==> config.mk <==
export PLATFORM = sky130hd
export DESIGN_NAME = calcn_core
export DESIGN_NICKNAME = d
export VERILOG_FILES = /design/src/rtl/calcn_core.sv
export SDC_FILE = /design/constraint.sdc
export NUM_CORES = 1
export LEC_CHECK = 0
export ABC_AREA = 1
export CAP_MARGIN = 20
export CORE_MARGIN = 5
export CORE_UTILIZATION = 47
export CTS_CLUSTER_SIZE = 24
export DETAILED_ROUTE_END_ITERATION = 7
export PLACE_DENSITY_LB_ADDON = 0.12
export SYNTH_ARGS = -nofsm -noshare
export SYNTH_HDL_FRONTEND = slang
export SYNTH_SLANG_ARGS = --single-unit
==> constraint.sdc <==
create_clock -name c_clk -period 7.93 [get_ports c_clk]
set_clock_uncertainty 0.1 [all_clocks]
set_input_delay 1.586 -clock c_clk [delete_from_list [all_inputs] [get_ports c_clk]]
set_output_delay 1.586 -clock c_clk [all_outputs]
set_load 0.01 [all_outputs]
==> src/rtl/calcn_core.sv <==
// calcn_core: NUM_PORTS two-beat request ports sharing one round-robin arbitrated ALU
module calcn_core #(
  parameter int NUM_PORTS = 4,
  parameter int DATA_W = 32,
  parameter bit SATURATE = 1'b0
) (
  input  logic                         c_clk,
  input  logic                         reset,
  input  logic [0:4*NUM_PORTS-1]       req_cmd_in,
  input  logic [0:DATA_W*NUM_PORTS-1]  req_data_in,
  output logic [0:2*NUM_PORTS-1]       out_resp,
  output logic [0:DATA_W*NUM_PORTS-1]  out_data
);
  localparam int PW = NUM_PORTS > 1 ? $clog2(NUM_PORTS) : 1;
  localparam int SW = $clog2(DATA_W);
  localparam logic [1:0] IDLE = 2'd0, OP2 = 2'd1, PEND = 2'd2;
  logic [1:0] st [NUM_PORTS];
  logic [3:0] cmd_q [NUM_PORTS];
  logic [DATA_W-1:0] op1_q [NUM_PORTS];
  logic [DATA_W-1:0] op2_q [NUM_PORTS];
  logic [PW-1:0] ptr, gnt;
  logic gnt_v, bad;
  logic [3:0] c;
  logic [DATA_W-1:0] a, b, res_data;
  logic [DATA_W:0] sum;
  logic [1:0] res_resp;
  // scan from ptr upward; descending loop lets the nearest pending port win
  always_comb begin
    int j;
    gnt_v = 1'b0;
    gnt = '0;
    for (int i = NUM_PORTS - 1; i >= 0; i--) begin
      j = int'(ptr) + i;
      if (j >= NUM_PORTS) j = j - NUM_PORTS;
      if (st[j] == PEND) begin
        gnt_v = 1'b1;
        gnt = PW'(j);
      end
    end
  end
  assign c = cmd_q[gnt];
  assign a = op1_q[gnt];
  assign b = op2_q[gnt];
  assign sum = {1'b0, a} + {1'b0, b};
  always_comb begin
    bad = !(c == 4'd1 || c == 4'd2 || c == 4'd5 || c == 4'd6) || (c == 4'd1 && sum[DATA_W]) || (c == 4'd2 && b > a);
    res_resp = bad ? 2'd2 : 2'd1;
    res_data = c == 4'd1 ? (sum[DATA_W] ? {DATA_W{SATURATE}} : sum[DATA_W-1:0]) :
               (c == 4'd2 && !bad) ? a - b :
               c == 4'd5 ? a << b[SW-1:0] :
               c == 4'd6 ? a >> b[SW-1:0] : '0;
  end
  always_ff @(posedge c_clk) begin
    if (reset) begin
      ptr <= '0;
      out_resp <= '0;
      out_data <= '0;
      for (int p = 0; p < NUM_PORTS; p++) st[p] <= IDLE;
    end else begin
      for (int p = 0; p < NUM_PORTS; p++) begin
        out_resp[2*p +: 2] <= (gnt_v && gnt == PW'(p)) ? res_resp : 2'd0;
        out_data[DATA_W*p +: DATA_W] <= (gnt_v && gnt == PW'(p)) ? res_data : '0;
        if (st[p] == IDLE && req_cmd_in[4*p +: 4] != 4'd0) begin
          st[p] <= OP2;
          cmd_q[p] <= req_cmd_in[4*p +: 4];
          op1_q[p] <= req_data_in[DATA_W*p +: DATA_W];
        end else if (st[p] == OP2) begin
          st[p] <= PEND;
          op2_q[p] <= req_data_in[DATA_W*p +: DATA_W];
        end else if (st[p] == PEND && gnt_v && gnt == PW'(p)) begin
          st[p] <= IDLE;
        end
      end
      if (gnt_v) ptr <= (int'(gnt) == NUM_PORTS - 1) ? '0 : gnt + 1'b1;
    end
  end
endmodule

==> out/results.ini, run 1 <==
[logic_synthesis]
synthesis.area_mm2 = 0.0230
synth_seq_cells = 420
ys_async_sr_fraction = 0
syn_nets = 3024
post_synth_inst_count = 2807
synth-edff-count = 280
yosysSeqAreaShare = 0.488
synth_cell_types = 47
yosysWarnings = 0
syn_avg_cell_area_um2 = 8.18
ys.flop_type = edfxtp_1

[critical_path]
path_buf_inv = 5
path_common_cell = nand2_1
crit_fanout = 157
critical_path_required_ns = 8.27
start_kind = flop
path_delay_family = simple AND/OR/NAND/NOR gates
cpPeakStageDelay_ns = 0.69
end_kind = flop
critPathArrivalTime_ns = 7.02
crit_slowest_cell = nor3_1
crit_type = reg -> reg

[timing]
rsz0062_at_grt = false
finalCriticalPeriod_ns = 6.68
slew-limit-headroom = 0.319
setup_ws_ns = 1.25
slew_viol_final = 0
setup_viol = 0
setup_tns_ns = 0
fin_crit_sh = 0.842
finalHoldViolations = 0
worst_slew_pin_slew_ns = 1.01
clock.fmax_mhz = 150

[floorplanning]
start_util = 0.472
fp-row-count = 81
fp.dieArea_mm2 = 0.0534
die_x_um = 231
core_mm2 = 0.0486
ioPinCount = 282
die_y_um = 231

[routing]
drcViolationCount = 0
vias = 21104
routedWlPerCell_um = 22.8
firstDrtPassIters = 6
drt_iter0_drc = 2371
ant_nets = 0
viasPerCell = 5.74
routed_wl_mm = 83.7

[global_routing]
gr-total-overflow = 0
grt_usage = 0.303
antenna_found_initial = 0
grt_pass1_vias = 20295
grt_start_max_net_pins = 158
grt_pass1_wl_mm = 124

[final_layout]
num_antenna_cells = 0
drive_gt1_frac = 0.0573
fillers = 4451
final_nets = 3236
area_growth_pct = 19.8

[placed_design]
io_buffers = 281
hpwl_mm = 62.6
preCtsSetupSlack_ns = 1.39
gp_congestion = 1.07

[clock_network]
clock_sinks = 420
numCtsBuffers = 42
htreeDepth = 2
cts_resized = 0
root_buffer = clkbuf_16
clock_latency_ns = 0.61
cts.path.max_buffers = 3
cts_tree = yes
cts.hold.buffers_added = 0
post_cts_buffers = 0
path_clk_slew_ns = 0.06

[flow_run]
cap_violations = 0

[worst_hold_path]
hp-class = reg -> reg

[outcome]
status = complete, no violations

## cells in the mapped netlist (10+ instances only)
| cell | number | share of area |
|---|---|---|
| a21oi_1 | 100 | 0.022 |
| buf_2 | 57 | 0.012 |
| buf_4 | 23 | 0.0075 |
| clkbuf_1 | 63 | 0.010 |
| dfxtp_1 | 140 | 0.12 |
| edfxtp_1 | 280 | 0.37 |
| ha_1 | 69 | 0.038 |
| inv_1 | 241 | 0.039 |
| nand2_1 | 674 | 0.11 |
| nand3_1 | 437 | 0.095 |
| nand3b_1 | 18 | 0.0059 |
| nand4_1 | 76 | 0.021 |
| nor2_1 | 260 | 0.043 |
| nor3_1 | 22 | 0.0048 |
| o211ai_1 | 36 | 0.012 |
| o21a_1 | 35 | 0.011 |
| o21ai_0 | 94 | 0.020 |
| o21ai_1 | 10 | 0.0022 |
| or2_2 | 32 | 0.0087 |
| xor2_1 | 43 | 0.016 |
## layout by cell type, fill, tap and decap left out, drive strengths merged, types with 4 or more instances in the layout
| master | instances |
|---|---|
| nand2 | 682 |
| ha | 69 |
| xor2 | 43 |
| o21bai | 9 |
| clkdlybuf4s50 | 281 |
| a31oi | 7 |
| a221oi | 4 |
| o21a | 35 |
| nor4 | 9 |
| dfxtp | 140 |
| buf | 38 |
| a21boi | 4 |
| clkinv | 15 |
| or2 | 34 |
| edfxtp | 280 |
| nand4 | 77 |
| o21ai | 104 |
| nor2 | 274 |
| nand3b | 18 |
| inv | 250 |
| a21oi | 100 |
| clkbuf | 61 |
| nor3 | 23 |
| nand3 | 439 |
| o211ai | 38 |
## per-layer routing
layer / share of wire / wire length [µm] / GRT usage
met1: 0.43 / 36000 / 0.426
met2: 0.46 / 38400 / 0.491
met3: 0.073 / 6140 / 0.0378
met4: 0.038 / 3170 / 0.101
met5: 0 / 0 / 0
## stage by stage
| stage | instance area, µm² | hold WS (ns) | cells | util |
|---|---|---|---|---|
| after floorplan | 23000 | 0.497 | 2807 | - |
| after CTS | 27500 | 0.611 | 3674 | 0.565 |
| after detailed placement | 26200 | 0.601 | 3597 | 0.538 |
| after global routing | 27500 | 0.623 | 3674 | 0.565 |
| final | 27500 | 0.613 | 3674 | 0.565 |
| after global placement | 26200 | 0.589 | 3597 | 0.538 |
## state kept, by name, indices dropped and copies added, names as in the netlist, named ones only
register,count
op1_q,128
op2_q,128
out_data,128
cmd_q,16
out_resp,8
st,8
ptr,2
## logic make-up (layout without fill, tap and decap cells)
logic type / after synthesis / after routing / synth area share
simple gates: 1557 / 1557 / 0.301
flops: 420 / 420 / 0.488
buf+inv: 403 / 648 / 0.0741
compound gates: 311 / 311 / 0.0800
fa+ha+maj: 71 / 71 / 0.0394
xor+xnor: 45 / 45 / 0.0172
## layout make-up
type / instances / area (µm²) / share of cell area
Timing Repair Buffer: 319 / 3120 / 0.114
Multi-Input combinational cell: 1984 / 10100 / 0.367
Tap cell: 622 / 778 / 0.0283
Sequential cell: 420 / 11200 / 0.408
Clock buffer: 61 / 1140 / 0.0416
Inverter: 252 / 946 / 0.0344
Clock inverter: 16 / 199 / 0.00723
## final timing paths
| kind | from | endpoint | slack [ns] | cells past startpoint |
|---|---|---|---|---|
| setup / recovery | ptr[0] | out_data[67] | 1.25 | 28 |
| hold / removal | st[0][0] | st[0][0] | 0.61 | 1 |
| setup reg to reg | ptr[0] | out_data[67] | 1.25 | 28 |
| hold reg to reg | st[0][0] | st[0][0] | 0.61 | 1 |
Power of run 1 is left out: the tool's default activity adds up to more than one toggle a clock period on the data nets, which glitch-free logic cannot reach.
==> run 2, diff against run 1 <==
==> constraint.sdc (replaced) <==
create_clock -name c_clk -period 6.95 [get_ports c_clk]
set_clock_uncertainty 0.1 [all_clocks]
set_input_delay 1.39 -clock c_clk [delete_from_list [all_inputs] [get_ports c_clk]]
set_output_delay 1.39 -clock c_clk [all_outputs]
set_load 0.01 [all_outputs]
==> run 2 against run 1 <==
Non-clock buffer count is 11 higher; design area rose by 0.49%; flip-flop and latch count stayed put; first-iteration DRC count decreased by 3.0%; maximum frequency is 5.1% higher; utilization rose by 0.28 points; global-route usage decreased by 0.075 points.
==> out/results.ini, run 2 (synthesis gave the netlist of run 1 again) <==
[clock_network]
root_buffer = clkbuf_16  ; unchanged
cts.path.max_buffers = 3  ; unchanged
numCtsBuffers = 43  ; was 42
htreeDepth = 2  ; unchanged
clock_latency_ns = 0.59  ; was 0.61 ns
path_clk_slew_ns = 0.06  ; about the same
cts_resized = 0  ; unchanged
cts_tree = yes  ; unchanged
post_cts_buffers = 0  ; unchanged
clock_sinks = 420  ; unchanged
cts.hold.buffers_added = 0  ; unchanged

[critical_path]
r2r-start = ptr[0]  ; unchanged
crit_type = reg -> reg  ; unchanged
critPathArrivalTime_ns = 6.79  ; was 7.02 ns
end_kind = flop  ; unchanged
crit_fanout = 37  ; was 157
path_buf_inv = 5  ; unchanged
start_kind = flop  ; unchanged
reg2reg_depth = 30  ; was 28
path_common_cell = nand2_1  ; unchanged
r2r-end = out_data[81]  ; was out_data[67]
critical_path_required_ns = 7.38  ; was 8.27 ns
r2r_setup_slack_ns = 0.60  ; was 1.25 ns
path_delay_family = simple AND/OR/NAND/NOR gates  ; unchanged
crit_slowest_cell = dfxtp_1  ; was nor3_1
cpPeakStageDelay_ns = 0.70  ; was 0.69 ns

[floorplanning]
core_mm2 = 0.0486  ; unchanged
die_x_um = 231  ; unchanged
ioPinCount = 282  ; unchanged
fp-row-count = 81  ; unchanged
fp.dieArea_mm2 = 0.0534  ; unchanged
die_y_um = 231  ; unchanged
start_util = 0.472  ; unchanged

[placed_design]
io_buffers = 281  ; unchanged
dp.cells = 3608  ; was 3,597
hpwl_mm = 62.3  ; was 62.6 mm
gp_congestion = 1.03  ; was 1.07

[timing]
setup_tns_ns = 0  ; unchanged
setup_viol = 0  ; unchanged
worst_slew_pin_slew_ns = 1.10  ; was 1.01 ns
finalCriticalPeriod_ns = 6.35  ; was 6.68 ns
fin_crit_sh = 0.914  ; was 0.842
slew_viol_final = 0  ; unchanged
finalHoldViolations = 0  ; unchanged
clock.fmax_mhz = 157  ; was 150 MHz
slew-limit-headroom = 0.265  ; was 0.319
rsz0062_at_grt = false  ; unchanged

[routing]
viasPerCell = 5.76  ; was 5.74
routed_wl_mm = 83.2  ; was 83.7 mm
routedWlPerCell_um = 22.6  ; was 22.8 µm
drcViolationCount = 0  ; unchanged
vias = 21237  ; was 21,104
drt_iter0_drc = 2300  ; was 2,371
ant_nets = 0  ; unchanged
firstDrtPassIters = 6  ; unchanged

[worst_hold_path]
hp-class = reg -> reg  ; unchanged
whs_endpoint = st[0][0]  ; unchanged
hold_depth = 1  ; unchanged
hp-start = st[0][0]  ; unchanged

[final_layout]
num_antenna_cells = 0  ; unchanged
multiInputGateArea_mm2 = 0.0101  ; about the same
reg_top3 = op1_q: 128 flops, op2_q: 128 flops, out_data: 128 flops  ; unchanged
layout_commonest_cell = nand2_1  ; unchanged
area_growth_pct = 20.4  ; was 19.8%
final_nets = 3248  ; was 3,236
drive_gt1_frac = 0.0620  ; was 0.0573
fillers = 4425  ; was 4,451
seq_area_mm2 = 0.0112  ; unchanged
final_cells = 3686  ; was 3,674
final_cell_mix = nand2_1 (673), nand3_1 (437), clkdlybuf4s50_1 (281), edfxtp_1 (280), nor2_1 (258)  ; unchanged

[outcome]
status = complete, no violations  ; unchanged

[global_routing]
grt_start_max_net_pins = 88  ; was 158
gr-total-overflow = 0  ; unchanged
grt_pass1_vias = 20071  ; was 20,295
grt_pass1_wl_mm = 124  ; about the same
antenna_found_initial = 0  ; unchanged
grt_usage = 0.303  ; about the same

[flow_run]
cap_violations = 0  ; unchanged

## run 2: cell count changes in the layout (fill, tap and decap cells not counted), moves of 3 or more
cell      change
buf_4        +10
clkbuf_1      -9
clkbuf_8      +5
clkinv_1      +6
clkinv_4      +3
## run 2: area by class of cell
type	count	share of cell area
Clock buffer	58	0.0443
Timing Repair Buffer	330	0.117
Multi-Input combinational cell	1984	0.366
Inverter	252	0.0342
Sequential cell	420	0.406
Clock inverter	20	0.00525
Tap cell	622	0.0282
## run 2: worst max-delay path by stage
stage | startpoint | to | slack (ns) | depth (start not counted)
after CTS | ptr[0] | out_data[81] | 0.71 | 30
after floorplan | reset | st[1][0] | 1.12 | 4
after global placement | ptr[0] | out_data[72] | 0.82 | 32
final | ptr[0] | out_data[81] | 0.60 | 30
after detailed placement | ptr[0] | out_data[118] | 0.75 | 30
after global routing | ptr[0] | out_data[49] | 0.05 | 31
## run 2: layer usage
layer | vias up | wire [µm] | global-route usage
met3 | 161 | 6430 | 0.0418
met1 | 10116 | 35900 | 0.428
met2 | 1049 | 37600 | 0.478
met4 | 0 | 3240 | 0.111
li1 | 9911 | - | -
met5 | - | 0 | 0
## run 2: metrics by stage
step	worst slack (ns)	utilization	instance area, µm²	hold slack (ns)
detailed placement	0.750	0.540	26300	0.580
CTS	0.713	0.568	27600	0.589
floorplan	1.12	-	23000	0.497
global route	0.0527	0.568	27600	0.611
finish	0.596	0.568	27600	0.589
global placement	0.818	0.539	26200	0.555
Power of run 2 is left out for the same reason.
==> run 3, diff against run 2 <==
--- a/config.mk
+++ b/config.mk
@@ -15,3 +15,4 @@
 export SYNTH_ARGS = -nofsm -noshare
 export SYNTH_HDL_FRONTEND = slang
 export SYNTH_SLANG_ARGS = --single-unit
+export TNS_END_PERCENT = 50
==> results of run 3 <==
The final DEF is identical to that of run 2; final timing and power are the same.
Power of run 3 is left out for the same reason.
==> edit 1: new RTL, config.mk and constraints of run 2 <==
Put one more register stage on the output `out_data`, with the module's reset. The value now appears one clock later. The other outputs are not delayed to match.
--- a/src/rtl/calcn_core.sv
+++ b/src/rtl/calcn_core.sv
@@ -16,2 +16,4 @@
   localparam logic [1:0] IDLE = 2'd0, OP2 = 2'd1, PEND = 2'd2;
+
+  logic [0:DATA_W*NUM_PORTS-1] out_data_s0;
   logic [1:0] st [NUM_PORTS];
@@ -56,3 +58,3 @@
       out_resp <= '0;
-      out_data <= '0;
+      out_data_s0 <= '0;
       for (int p = 0; p < NUM_PORTS; p++) st[p] <= IDLE;
@@ -61,3 +63,3 @@
         out_resp[2*p +: 2] <= (gnt_v && gnt == PW'(p)) ? res_resp : 2'd0;
-        out_data[DATA_W*p +: DATA_W] <= (gnt_v && gnt == PW'(p)) ? res_data : '0;
+        out_data_s0[DATA_W*p +: DATA_W] <= (gnt_v && gnt == PW'(p)) ? res_data : '0;
         if (st[p] == IDLE && req_cmd_in[4*p +: 4] != 4'd0) begin
@@ -76,2 +78,10 @@
   end
+  always_ff @(posedge c_clk) begin
+    if (reset) begin
+      out_data <= '0;
+    end else begin
+      out_data <= out_data_s0;
+    end
+  end
+
 endmodule
Function: changed (a bounded check fails within 4 cycles, from zero or initial values and one cycle with reset high).
==> edit 1 against run 2 <==
Utilization decreased by 0.56 points. Area after synthesis up 15%. Maximum frequency increased by 0.31%. Routed wire length rose by 3.7%. Final area grew 14%. Setup slack improved by 0.019 ns. Non-clock buffer count is the same. Count of clock-buffer cells in the layout grew 17. Sequential cell count rose by 128. First-iteration DRC count shrank 16%. Die area up 15%. Critical endpoint is now out_data_s0[99]$_SDFF_PP0_.
Power is left out: the tool's default activity adds up to more than one toggle a clock period on the data nets, which glitch-free logic cannot reach.
==> edit 1: results (changes against run 2) <==
| Stage | Result | Value | Change |
| --- | --- | --- | --- |
| outcome | Outcome | finished clean | unchanged |
| setup path | Reg2Reg Launch Point | ptr[1]$_SDFFE_PP0N_ | was ptr[0]$_SDFFE_PP0N_ |
| yosys | Syn Nets | 3392 | was 3024 |
| setup path | Max stage delay on crit path | 0.55 ns | was 0.70 ns |
| final layout | Nets | 3620 | was 3248 |
| clock network | Number of H-tree levels | 2 | unchanged |
| grt | Pin count of the biggest net entering global routing | 91 | was 88 |
| yosys | Cell variety after synth | 54 | was 47 |
| route | Count of TritonRoute iterations in the first routing pass | 6 | unchanged |
| setup path | Critical-path maximum fanout | 45 | was 37 |
| final layout | Fraction of layout instances using a drive strength above 1 | 0.0760 | was 0.0620 |
| yosys | Predominant post-synthesis flop cell | edfxtp_1 | unchanged |
| setup path | Critical Path AT | 6.69 ns | was 6.79 ns |
| place | Final Wtd Congestion | 0.988 | was 1.03 |
| yosys | Leading cell types by count after synthesis | nand2_1 (652), nand3_1 (465), nor2_1 (406) | was nand2_1 (674), nand3_1 (437), edfxtp_1 (280) |
| sta | Slew headroom | 0.295 | was 0.265 |
| grt | GRT Resource Usage Total | 0.275 | was 0.303 |
| final layout | Antenna Diode Count | 0 | unchanged |
| setup path | Worst r2r path cells | 30 | unchanged |
| min path | Hold wc startpoint | out_data_s0[47]$_SDFF_PP0_ | was st[0][0]$_SDFFCE_PP0P_ |
| clock network | Clock network latency to the later pin of the worst-skew pair | 0.60 ns |  |
| route | Via count | 22600 | was 21200 |
| min path | Hold path cells | 2 | was 1 |
| yosys | Sequential fraction of the synthesis area | 0.520 | was 0.488 |
| grt | Number of global-route vias before repair | 22200 | was 20100 |
| grt | First-pass GRT wire length | 131000 um | was 124000 um |
| place | HPWL after detailed placement | 64400 um | was 62300 um |
| clock network | Number of buffers created by CTS | 54 | was 43 |
| setup path | Kind of start point of the critical path | register | unchanged |
| yosys | Top area cells in the synthesized netlist | edfxtp_1 (32%), dfxtp_1 (20%), nand2_1 (9.2%) | was edfxtp_1 (37%), dfxtp_1 (12%), nand2_1 (11%) |
| sta | Max-slew violations | 0 | unchanged |
| route | DRT Wirelength | 86200 um | was 83200 um |
| grt | Initial antenna violation count | 0 | unchanged |
| route | Iteration-0 DRC Markers | 1943 | was 2300 |
| clock network | Bufs on Longest Clock Path | 3 | unchanged |
| setup path | Critical path's top delay family | simple AND/OR/NAND/NOR gates | unchanged |
| yosys | Area share of the largest cell type after synthesis | 0.318 | was 0.366 |
edit 1: worst min-delay path: cells and delay by family (launching register included):
kind,cells,cell delay (ns)
buf+inv,1,0.04
simple gates,1,0.03
flops,1,0.29
edit 1: logic make-up after synthesis:
logic type	share of synthesized area
AO/OA/AOI/OAI	0.0552
XOR/XNOR	0.0165
adder cells (fa/ha/maj)	0.0341
buffers and inverters	0.0868
flip-flops	0.520
AND/OR/NAND/NOR	0.287
edit 1: what timing repair did:
| action | CTS | global route |
|---|---|---|
| hold buffers | 0 | 0 |
| endpoints found under the setup margin | 0 | 27 |
| resized for setup | 0 | 2 |
edit 1: final timing paths:
kind | slack [ns] | end
worst min-delay path | 0.30 | out_data[47]$_SDFF_PP0_
worst min register to register | 0.30 | out_data[47]$_SDFF_PP0_
worst max register to register | 0.62 | out_data_s0[99]$_SDFF_PP0_
worst max-delay path | 0.62 | out_data_s0[99]$_SDFF_PP0_
edit 1: layout make-up:
class	count	area, um^2
Fill cell	5112	24500
Sequential cell	548	13800
Multi-Input combinational cell	2085	10500
Timing Repair Buffer	330	3230
Clock buffer	75	1510
Inverter	384	1450
Tap cell	756	946
Clock inverter	25	166
edit 1: metal layers:
layer / global-route usage / part of all wire
met5: 0 / 0
met4: 0.0842 / 0.030
met3: 0.0342 / 0.065
met2: 0.453 / 0.47
met1: 0.384 / 0.44
edit 1: per-stage QoR:
step | hold WS (ns) | cell area, um^2 | cells | setup WS [ns] | util
floorplan | 0.288 | 26500 | 3175 | 1.32 | -
global placement | 0.289 | 29900 | 4103 | 0.481 | 0.533
detailed placement | 0.293 | 29900 | 4103 | 0.488 | 0.533
CTS | 0.300 | 31500 | 4203 | 0.455 | 0.562
global route | 0.312 | 31500 | 4203 | 0.0164 | 0.563
finish | 0.297 | 31500 | 4203 | 0.615 | 0.563
==> edit 2: new RTL, config.mk and constraints of run 2 <==
Without the edit above. `NUM_PORTS`: 4 -> 8.
--- a/src/rtl/calcn_core.sv
+++ b/src/rtl/calcn_core.sv
@@ -2,3 +2,3 @@
 module calcn_core #(
-  parameter int NUM_PORTS = 4,
+  parameter int NUM_PORTS = 8,
   parameter int DATA_W = 32,
Ports: changed (resized out_data, out_resp, req_cmd_in and req_data_in); port bits go from 282 to 562. No check against the original RTL was run, so the function may have changed too.
==> edit 2 against run 2 <==
Sequential cell count increased by 418. Area after synthesis is 65% higher. Maximum frequency shrank 3.2%. Routed wire length rose by 63%. Final area up 75%. Setup slack worse by 0.21 ns. Synthesized cell count rose by 44%. Critical path type unchanged. Critical endpoint is now out_data[106]$_SDFF_PP0_. Largest cell class unchanged.
Power is not shown: default switching activity piles up to over one toggle a cycle in this logic, so the estimate is an artifact.
==> edit 2: results (changes against run 2) <==
| Stage | Result | Value | Change |
| --- | --- | --- | --- |
| grt | GR Util met1 | 0.418 | was 0.428 |
| grt | GRT Resource Usage Total | 0.302 | was 0.303 |
| setup path | Critical-path maximum fanout | 47 | was 37 |
| final layout | Filler cells | 6938 | was 4425 |
| route | Iteration-0 DRC Markers | 3864 | was 2300 |
| place | Worst slack at placement | 0.0517 ns | was 0.750 ns |
| outcome | Outcome | finished clean | unchanged |
| yosys | Top area cells in the synthesized netlist | edfxtp_1 (45%), dfxtp_1 (15%), nand2_1 (11%) | was edfxtp_1 (37%), dfxtp_1 (12%), nand2_1 (11%) |
| yosys | Mean instance size in the synthesized netlist | 9.31 um^2 | was 8.18 um^2 |
| setup path | Critical Path AT | 6.98 ns | was 6.79 ns |
| sta | Final worst slack | 0.383 ns | was 0.596 ns |
| route | Wire length on met1 | 55100 um | was 35900 um |
| grt | Number of global-route vias before repair | 30400 | was 20100 |
| place | Area after detailed placement | 45200 um^2 | was 26300 um^2 |
| final layout | Fraction of layout instances using a drive strength above 1 | 0.0952 | was 0.0620 |
| setup path | Max stage delay on crit path | 0.52 ns | was 0.70 ns |
| final layout | Largest registers ranked by flip-flop count | op1_q: 256 flops, op2_q: 256 flops, out_data: 256 flops | was op1_q: 128 flops, op2_q: 128 flops, out_data: 128 flops |
| place | Port Buf Inserts | 561 | was 281 |
| yosys | Cell variety after synth | 52 | was 47 |
| yosys | EDFF count, synth | 560 | was 280 |
| grt | Pin count of the biggest net entering global routing | 69 | was 88 |
| clock network | Number of buffers created by CTS | 85 | was 43 |
| sta | Slew headroom | 0.257 | was 0.265 |
| yosys | Area fraction in compound gates after synthesis | 0.0553 | was 0.0800 |
| place | DP Cell Count | 5611 | was 3608 |
| place | HPWL after detailed placement | 97000 um | was 62300 um |
| setup path | Worst r2r path cells | 34 | was 30 |
| yosys | Sequential fraction of the synthesis area | 0.592 | was 0.488 |
| setup path | Cell at the slowest stage of the critical path | nor3_4 | was dfxtp_1 |
| yosys | Xor-xnor portion of the synthesized cell area | 0.0116 | was 0.0172 |
| grt | First-pass GRT wire length | 197000 um | was 124000 um |
| sta | Hold_ws | 0.519 ns | was 0.589 ns |
| clock network | Clock network latency to the later pin of the worst-skew pair | 0.67 ns | was 0.59 ns |
| grt | Global-route track usage on met3 | 0.0531 | was 0.0418 |
| setup path | Capturing instance or port of the critical path | out_data[106]$_SDFF_PP0_ | was out_data[81]$_SDFF_PP0_ |
edit 2: cell count changes in the layout (fill, tap and decap cells not counted), sizes merged, moves of 55 or more:
cell	change
nor2	+173
nand2	+460
edfxtp	+280
clkdlybuf4s50	+279
dfxtp	+138
clkbuf	+55
o311ai	+58
buf	+114
edit 2: final cells by class:
| type | count | share of cell area |
|---|---|---|
| well taps | 1060 | 0.0275 |
| flip-flops and latches | 838 | 0.463 |
| repair buffers | 724 | 0.148 |
| inverters | 299 | 0.0236 |
| clock buffers | 112 | 0.0487 |
| diodes | 4 | 0.000207 |
| multi-input cells | 2705 | 0.281 |
| clock inverters | 39 | 0.00829 |
edit 2: critical path: cells and delay by family, from the launching register on:
family / cells / cell delay (ns)
AOI/OAI and AO/OA: 8 / 1.60
xor gates and xnor gates: 1 / 0.20
adders and majority gates: 2 / 0.77
buffers and inverters: 6 / 0.72
DFF: 1 / 0.37
and+or+nand+nor: 17 / 2.67
